**config.mk**
```make
export PLATFORM = sky130hd
export DESIGN_NAME = if_fetch_stage
export DESIGN_NICKNAME = d
export VERILOG_FILES = /design/src/rtl/if_fetch_stage.sv
export SDC_FILE = /design/constraint.sdc
export NUM_CORES = 1
export LEC_CHECK = 0
export CAP_MARGIN = 40
export CORE_MARGIN = 2
export CORE_UTILIZATION = 40
export DETAILED_ROUTE_END_ITERATION = 12
export GPL_TIMING_DRIVEN = 0
export PLACE_DENSITY = 0.66
export SKIP_LAST_GASP = 1
export SLEW_MARGIN = 0
export SYNTH_ARGS = -nofsm -noshare
export SYNTH_HDL_FRONTEND = slang
export SYNTH_SLANG_ARGS = --single-unit
```
**constraint.sdc**
```tcl
create_clock -name clk -period 2.2 [get_ports clk]
set_input_delay 0.22 -clock clk [delete_from_list [all_inputs] [get_ports clk]]
set_output_delay 0.22 -clock clk [all_outputs]
set_load 0.02 [all_outputs]
```
**src/rtl/if_fetch_stage.sv**
```systemverilog
// Instruction-fetch stage: PC register, 1-cycle synchronous imem port,
// one-entry skid buffer for stalls, and the IF/ID pipeline register.
// Optional macro IF_PERF_CNT_EN adds saturating fetch/bubble counters.
module if_fetch_stage #(
  parameter int              PC_W      = 8,
  parameter logic [PC_W-1:0] RESET_PC  = 8'h00,
  parameter logic [31:0]     NOP_INSTR = 32'h0000_0000
) (
  input  logic            clk,
  input  logic            rst_n,
  input  logic            stall,
  input  logic            branch,
  input  logic            alu_zero,
  input  logic            jmp,
  input  logic [PC_W-1:0] pc_branch,
  input  logic [PC_W-1:0] pc_jmp,
  output logic            imem_en,
  output logic [PC_W-1:0] imem_addr,
  input  logic [31:0]     imem_rdata,
  output logic            id_valid,
  output logic [PC_W-1:0] id_pc,
`ifdef IF_PERF_CNT_EN
  output logic [15:0]     perf_fetched,
  output logic [15:0]     perf_bubbles,
`endif
  output logic [31:0]     id_instr
);

  // FILL: nothing in flight; RUN: one read in flight; HOLD: one instruction parked
  typedef enum logic [1:0] {
    S_FILL = 2'd0,
    S_RUN  = 2'd1,
    S_HOLD = 2'd2
  } state_e;

  state_e          state_q, state_d;
  logic [PC_W-1:0] fetch_pc_q, fetch_pc_d;
  logic [PC_W-1:0] infl_pc_q, infl_pc_d;
  logic [31:0]     skid_instr_q, skid_instr_d;
  logic [PC_W-1:0] skid_pc_q, skid_pc_d;
  logic            id_valid_q, id_valid_d;
  logic [PC_W-1:0] id_pc_q, id_pc_d;
  logic [31:0]     id_instr_q, id_instr_d;

  logic            take_s;
  logic [PC_W-1:0] target_s;
  logic            issue_s;

  // Redirect decode: jump has priority over a taken BEQ
  always_comb begin
    take_s   = jmp | (branch & alu_zero);
    target_s = jmp ? pc_jmp : pc_branch;
    issue_s  = ~take_s & ~stall;
  end

  // The read strobe is combinational so data lands exactly one cycle later
  assign imem_en   = issue_s & rst_n;
  assign imem_addr = fetch_pc_q;

  // Next-state, PC and IF/ID update; a redirect overrides stall in every state
  always_comb begin
    state_d      = state_q;
    fetch_pc_d   = fetch_pc_q;
    infl_pc_d    = infl_pc_q;
    skid_instr_d = skid_instr_q;
    skid_pc_d    = skid_pc_q;
    id_valid_d   = id_valid_q;
    id_pc_d      = id_pc_q;
    id_instr_d   = id_instr_q;

    if (take_s) begin
      // Wrong-path instruction in ID is squashed; in-flight read and skid dropped
      state_d      = S_FILL;
      fetch_pc_d   = target_s;
      skid_instr_d = NOP_INSTR;
      skid_pc_d    = {PC_W{1'b0}};
      id_valid_d   = 1'b0;
      id_instr_d   = NOP_INSTR;
    end else begin
      case (state_q)
        S_FILL: begin
          if (!stall) begin
            state_d    = S_RUN;
            id_valid_d = 1'b0;
          end else begin
            state_d = S_FILL;
          end
        end
        S_RUN: begin
          if (!stall) begin
            id_instr_d = imem_rdata;
            id_pc_d    = infl_pc_q + {{(PC_W-1){1'b0}}, 1'b1};
            id_valid_d = 1'b1;
          end else begin
            // Memory data is only valid this cycle, so park it
            skid_instr_d = imem_rdata;
            skid_pc_d    = infl_pc_q;
            state_d      = S_HOLD;
          end
        end
        S_HOLD: begin
          if (!stall) begin
            id_instr_d = skid_instr_q;
            id_pc_d    = skid_pc_q + {{(PC_W-1){1'b0}}, 1'b1};
            id_valid_d = 1'b1;
            state_d    = S_RUN;
          end else begin
            state_d = S_HOLD;
          end
        end
        default: begin
          state_d    = S_FILL;
          id_valid_d = 1'b0;
          id_instr_d = NOP_INSTR;
        end
      endcase

      if (issue_s) begin
        infl_pc_d  = fetch_pc_q;
        fetch_pc_d = fetch_pc_q + {{(PC_W-1){1'b0}}, 1'b1};
      end else begin
        infl_pc_d = infl_pc_q;
      end
    end
  end

  // State, PC, skid and IF/ID registers
  always_ff @(posedge clk or negedge rst_n) begin
    if (!rst_n) begin
      state_q      <= S_FILL;
      fetch_pc_q   <= RESET_PC;
      infl_pc_q    <= {PC_W{1'b0}};
      skid_instr_q <= NOP_INSTR;
      skid_pc_q    <= {PC_W{1'b0}};
      id_valid_q   <= 1'b0;
      id_pc_q      <= {PC_W{1'b0}};
      id_instr_q   <= NOP_INSTR;
    end else begin
      state_q      <= state_d;
      fetch_pc_q   <= fetch_pc_d;
      infl_pc_q    <= infl_pc_d;
      skid_instr_q <= skid_instr_d;
      skid_pc_q    <= skid_pc_d;
      id_valid_q   <= id_valid_d;
      id_pc_q      <= id_pc_d;
      id_instr_q   <= id_instr_d;
    end
  end

  assign id_valid = id_valid_q;
  assign id_pc    = id_pc_q;
  assign id_instr = id_instr_q;

`ifdef IF_PERF_CNT_EN
  logic        perf_fetch_inc_s;
  logic        perf_bubble_inc_s;
  logic [15:0] perf_fetched_q, perf_fetched_d;
  logic [15:0] perf_bubbles_q, perf_bubbles_d;

  // Count valid IF/ID loads and unstalled bubble loads, saturating at all-ones
  always_comb begin
    perf_fetch_inc_s  = ~take_s & ~stall & (state_q != S_FILL);
    perf_bubble_inc_s = ~stall & (take_s | (state_q == S_FILL));
    perf_fetched_d    = perf_fetched_q;
    perf_bubbles_d    = perf_bubbles_q;
    if (perf_fetch_inc_s && (perf_fetched_q != 16'hFFFF)) begin
      perf_fetched_d = perf_fetched_q + 16'd1;
    end else begin
      perf_fetched_d = perf_fetched_q;
    end
    if (perf_bubble_inc_s && (perf_bubbles_q != 16'hFFFF)) begin
      perf_bubbles_d = perf_bubbles_q + 16'd1;
    end else begin
      perf_bubbles_d = perf_bubbles_q;
    end
  end

  // Performance counter registers
  always_ff @(posedge clk or negedge rst_n) begin
    if (!rst_n) begin
      perf_fetched_q <= 16'h0000;
      perf_bubbles_q <= 16'h0000;
    end else begin
      perf_fetched_q <= perf_fetched_d;
      perf_bubbles_q <= perf_bubbles_d;
    end
  end

  assign perf_fetched = perf_fetched_q;
  assign perf_bubbles = perf_bubbles_q;
`endif

endmodule

```
==> results of run 1 <==
-- routing by layer --
metal	vias to the layer above	global-route usage, %	share of wire (%)
met4	0	6.67	1.4
met5	-	0	0
li1	1910	-	-
met1	1853	24.3	45
met3	14	5.06	6.3
met2	110	29.0	47
-- synthesized netlist by cell type, drive strengths merged, types with 3 or more instances --
cell / count
a21oi: 51
a211oi: 7
xor2: 3
o21ai: 11
nor3: 4
mux2i: 9
buf: 17
nand2: 127
dfrtp: 99
nand3: 7
mux2: 11
o31ai: 33
inv: 5
nand4b: 3
clkbuf: 20
ha: 7
nor2: 5
xnor2: 9
nor2b: 6
a22oi: 33
-- power by group through the flow --
| stage | clock (uW) | sequential (uW) | combinational [uW] |
|---|---|---|---|
| final | 1700 | 2090 | 948 |
| after global placement | 0 | 2120 | 926 |
| after floorplan | 0 | 2210 | 387 |
| after detailed placement | 0 | 2120 | 944 |
| after CTS | 1730 | 2090 | 948 |
| after global routing | 1820 | 2110 | 1030 |
-- repair_timing --
action | CTS | global route
hold endpoints to repair | 53 | 53
endpoints found under the setup margin | 2 | 2
buffers inserted | 0 | 2
gates cloned | 0 | 0
gates resized for setup | 0 | 2
-- path summary, 6_finish.rpt --
kind                            cells after the start      startpoint  slack, ns          endpoint
worst max-delay path                                5           stall       0.08           imem_en
worst min-delay path                                1           rst_n      -0.07      id_instr[14]
worst max register to register                      9      state_q[0]       0.13          id_pc[6]
worst min register to register                      2    id_instr[18]       0.48      id_instr[18]
max in group asynchronous                           2           rst_n       1.59          id_pc[6]
min in group clk                                    3  imem_rdata[31]       0.46  skid_instr_q[31]
-- cell families (layout without fill, tap and decap cells) --
group | Yosys count | count (layout) | synth area share, %
buffers and inverters | 42 | 163 | 4.13
adder cells (fa/ha/maj) | 7 | 7 | 1.88
AND/OR/NAND/NOR | 158 | 158 | 14.1
flip-flops | 99 | 99 | 53.2
XOR/XNOR | 12 | 12 | 2.26
AO/OA/AOI/OAI | 140 | 140 | 19.8
multiplexers | 20 | 20 | 4.59
-- cell type report --
class,count,area [um2]
plain buffers,36,171
clock buffers,11,253
clock inverters,5,75.1
fillers,1019,5180
inverters,5,18.8
multi-input cells,337,2000
flip-flops and latches,99,2480
well taps,143,179
repair buffers,106,1070
-- state kept, by name (all words and copies together) (netlist names) --
name	flops
id_pc	8
infl_pc_q	8
id_valid	1
state_q	2
imem_addr	8
id_instr	32
skid_pc_q	8
skid_instr_q	32
-- per-stage QoR --
| stage | worst slack [ns] | std cells |
|---|---|---|
| 2_1_floorplan | 0.180 | 478 |
| 3_3_place_gp | -3.04 | 724 |
| 3_5_place_dp | -0.0461 | 725 |
| 4_1_cts | 0.0302 | 740 |
| 5_1_grt | 0.00345 | 742 |
| 6_report | 0.0771 | 742 |
-- critical path, delay by kind of cell --
family / cells / cell delay, ns
buf+inv: 4 / 1.50
simple gates: 1 / 0.17
==> results.md, run 1 <==
* Antenna viol nets, final at 0
* Clk network pwr share at 35.9%
* Num CTS Buffers at 9
* Worst-Margin Slew at 0.698 ns
* Startpoint Class: input port
* Vias at 3887
* Tmin final at 2.12 ns
* Detail Placement HPWL at 8170 um
* All-Layer GR Usage at 18.3%
* P&R area growth vs syn at 33.9%
* Worst min path class: input port to async pin
* Starting DRT DRC Count at 208
* Fmax at 471 MHz
* CTS clock-pin slew for the worst setup and hold paths at 0.07 ns
* Leak Pwr at 0.00249 uW
* WP data arrival at 1.90 ns
* Synth top area share at 53.2%
* Critical Path, Cell by Cell: clkdlybuf4s50_1, clkbuf_4, inv_1, and3_1, clkdlybuf4s50_1
* Diode count at 0
* Hold Fails Final Rpt at 53
* Row cnt at 39
* Core box area at 11400 um2
* Period utilisation layout at 96.5%
* Top cells by area, synth: dfrtp_1, nand2_1, a22oi_1
* Routability Congestion at 0.766
* Layout Skew at 0.00689 ns
* H-tree levels at 3
* Initial Utilization at 40.8%
* Peak supply drop at 345 uV
* WHS at -0.0697 ns
* Vias in the first global route at 3882
* Area of the mapped netlist at 4660 um2
* Warnings from Yosys at 0
* Failing checks: hold timing
* PortBufs at 103
* I/O pins at 104
* Core Util, Final at 54.7%
* Most frequent CP cell: clkdlybuf4s50_1
* WP data required at 1.98 ns
* Drt via density at 5.24
* FF+latch count, synth at 99
* Slowest CP cell: clkdlybuf4s50_1
* Post-synth top area cell: dfrtp_1
* Total of max-cap violations at 0
* Syn_nets at 539
* CTS tree: done
* Setup TNS at 0 ns
* Die area at 12500 um2
* Comb power frac at 20.0%
* Max Slew Vio Count at 0
* Main flop type after synthesis: dfrtp_1
* Sequential fraction of the synthesis area at 53.2%
* Layout cell share with drive strength beyond 1 at 8.51%
* DRC at 0
* Clock Tree Buf Depth at 2
* P per Cell Area at 759 nW/um2
* Power after layout at 4740 uW
* Yosys cell types at 37
* Setup-failing EPs final at 0
* Die width at 112 um
* Delay of the slowest critical-path stage at 0.62 ns
* CP max FO at 10
* Worst setup EP type: output pin
* Sw frac at 26.8%
* Post-synth EDFFs at 0
* Die height at 112 um
* Clock latency on the worst-skew pair at 0.34 ns
* Cell-internal power at 3470 uW
* First-pass GRT wire length at 18700 um
* Drt wl/cell at 15.0 um
* RSZ-0062 raised after global routing: false
* Pre-antenna DRT Iters at 5
* Placed inst area at 5900 um2
* Status: finished with violations
* Fraction of registers with async set/reset at 100%
* Most frequent cells in the layout: nand2_1, clkdlybuf4s50_1, dfrtp_1, a21oi_1
* NetSw at 1270 uW
* Normalized max-slew margin at 53.4%
* Clock sinks at 99
* Final instance area at 6240 um2
* Commonest non-fill, non-tap cell in the layout: nand2_1
* Total global routing overflow at 0
* Critical path type: input port to output pin
* Gate Count Post-Synth at 478
* Part of the power in registers at 44.1%
* Pin count of the biggest net entering global routing at 56
* Mean Syn Cell Area at 9.75 um2
* Drt total wl at 11100 um
* Initial antenna violation count at 0
* NumNets Final at 655
* Root Buffer: clkbuf_16
(Power assumes the default switching activity.)
==> inputs of run 2 (changes only) <==
- GPL_ROUTABILITY_DRIVEN: unset -> 0
==> results of run 2 <==
The final DEF is identical to that of run 1; final timing and power are the same.
==> inputs of run 3 (changes only) <==
- CTS_CLUSTER_SIZE: unset -> 14
==> results of run 3 <==
The final DEF is identical to that of run 1; final timing and power are the same.
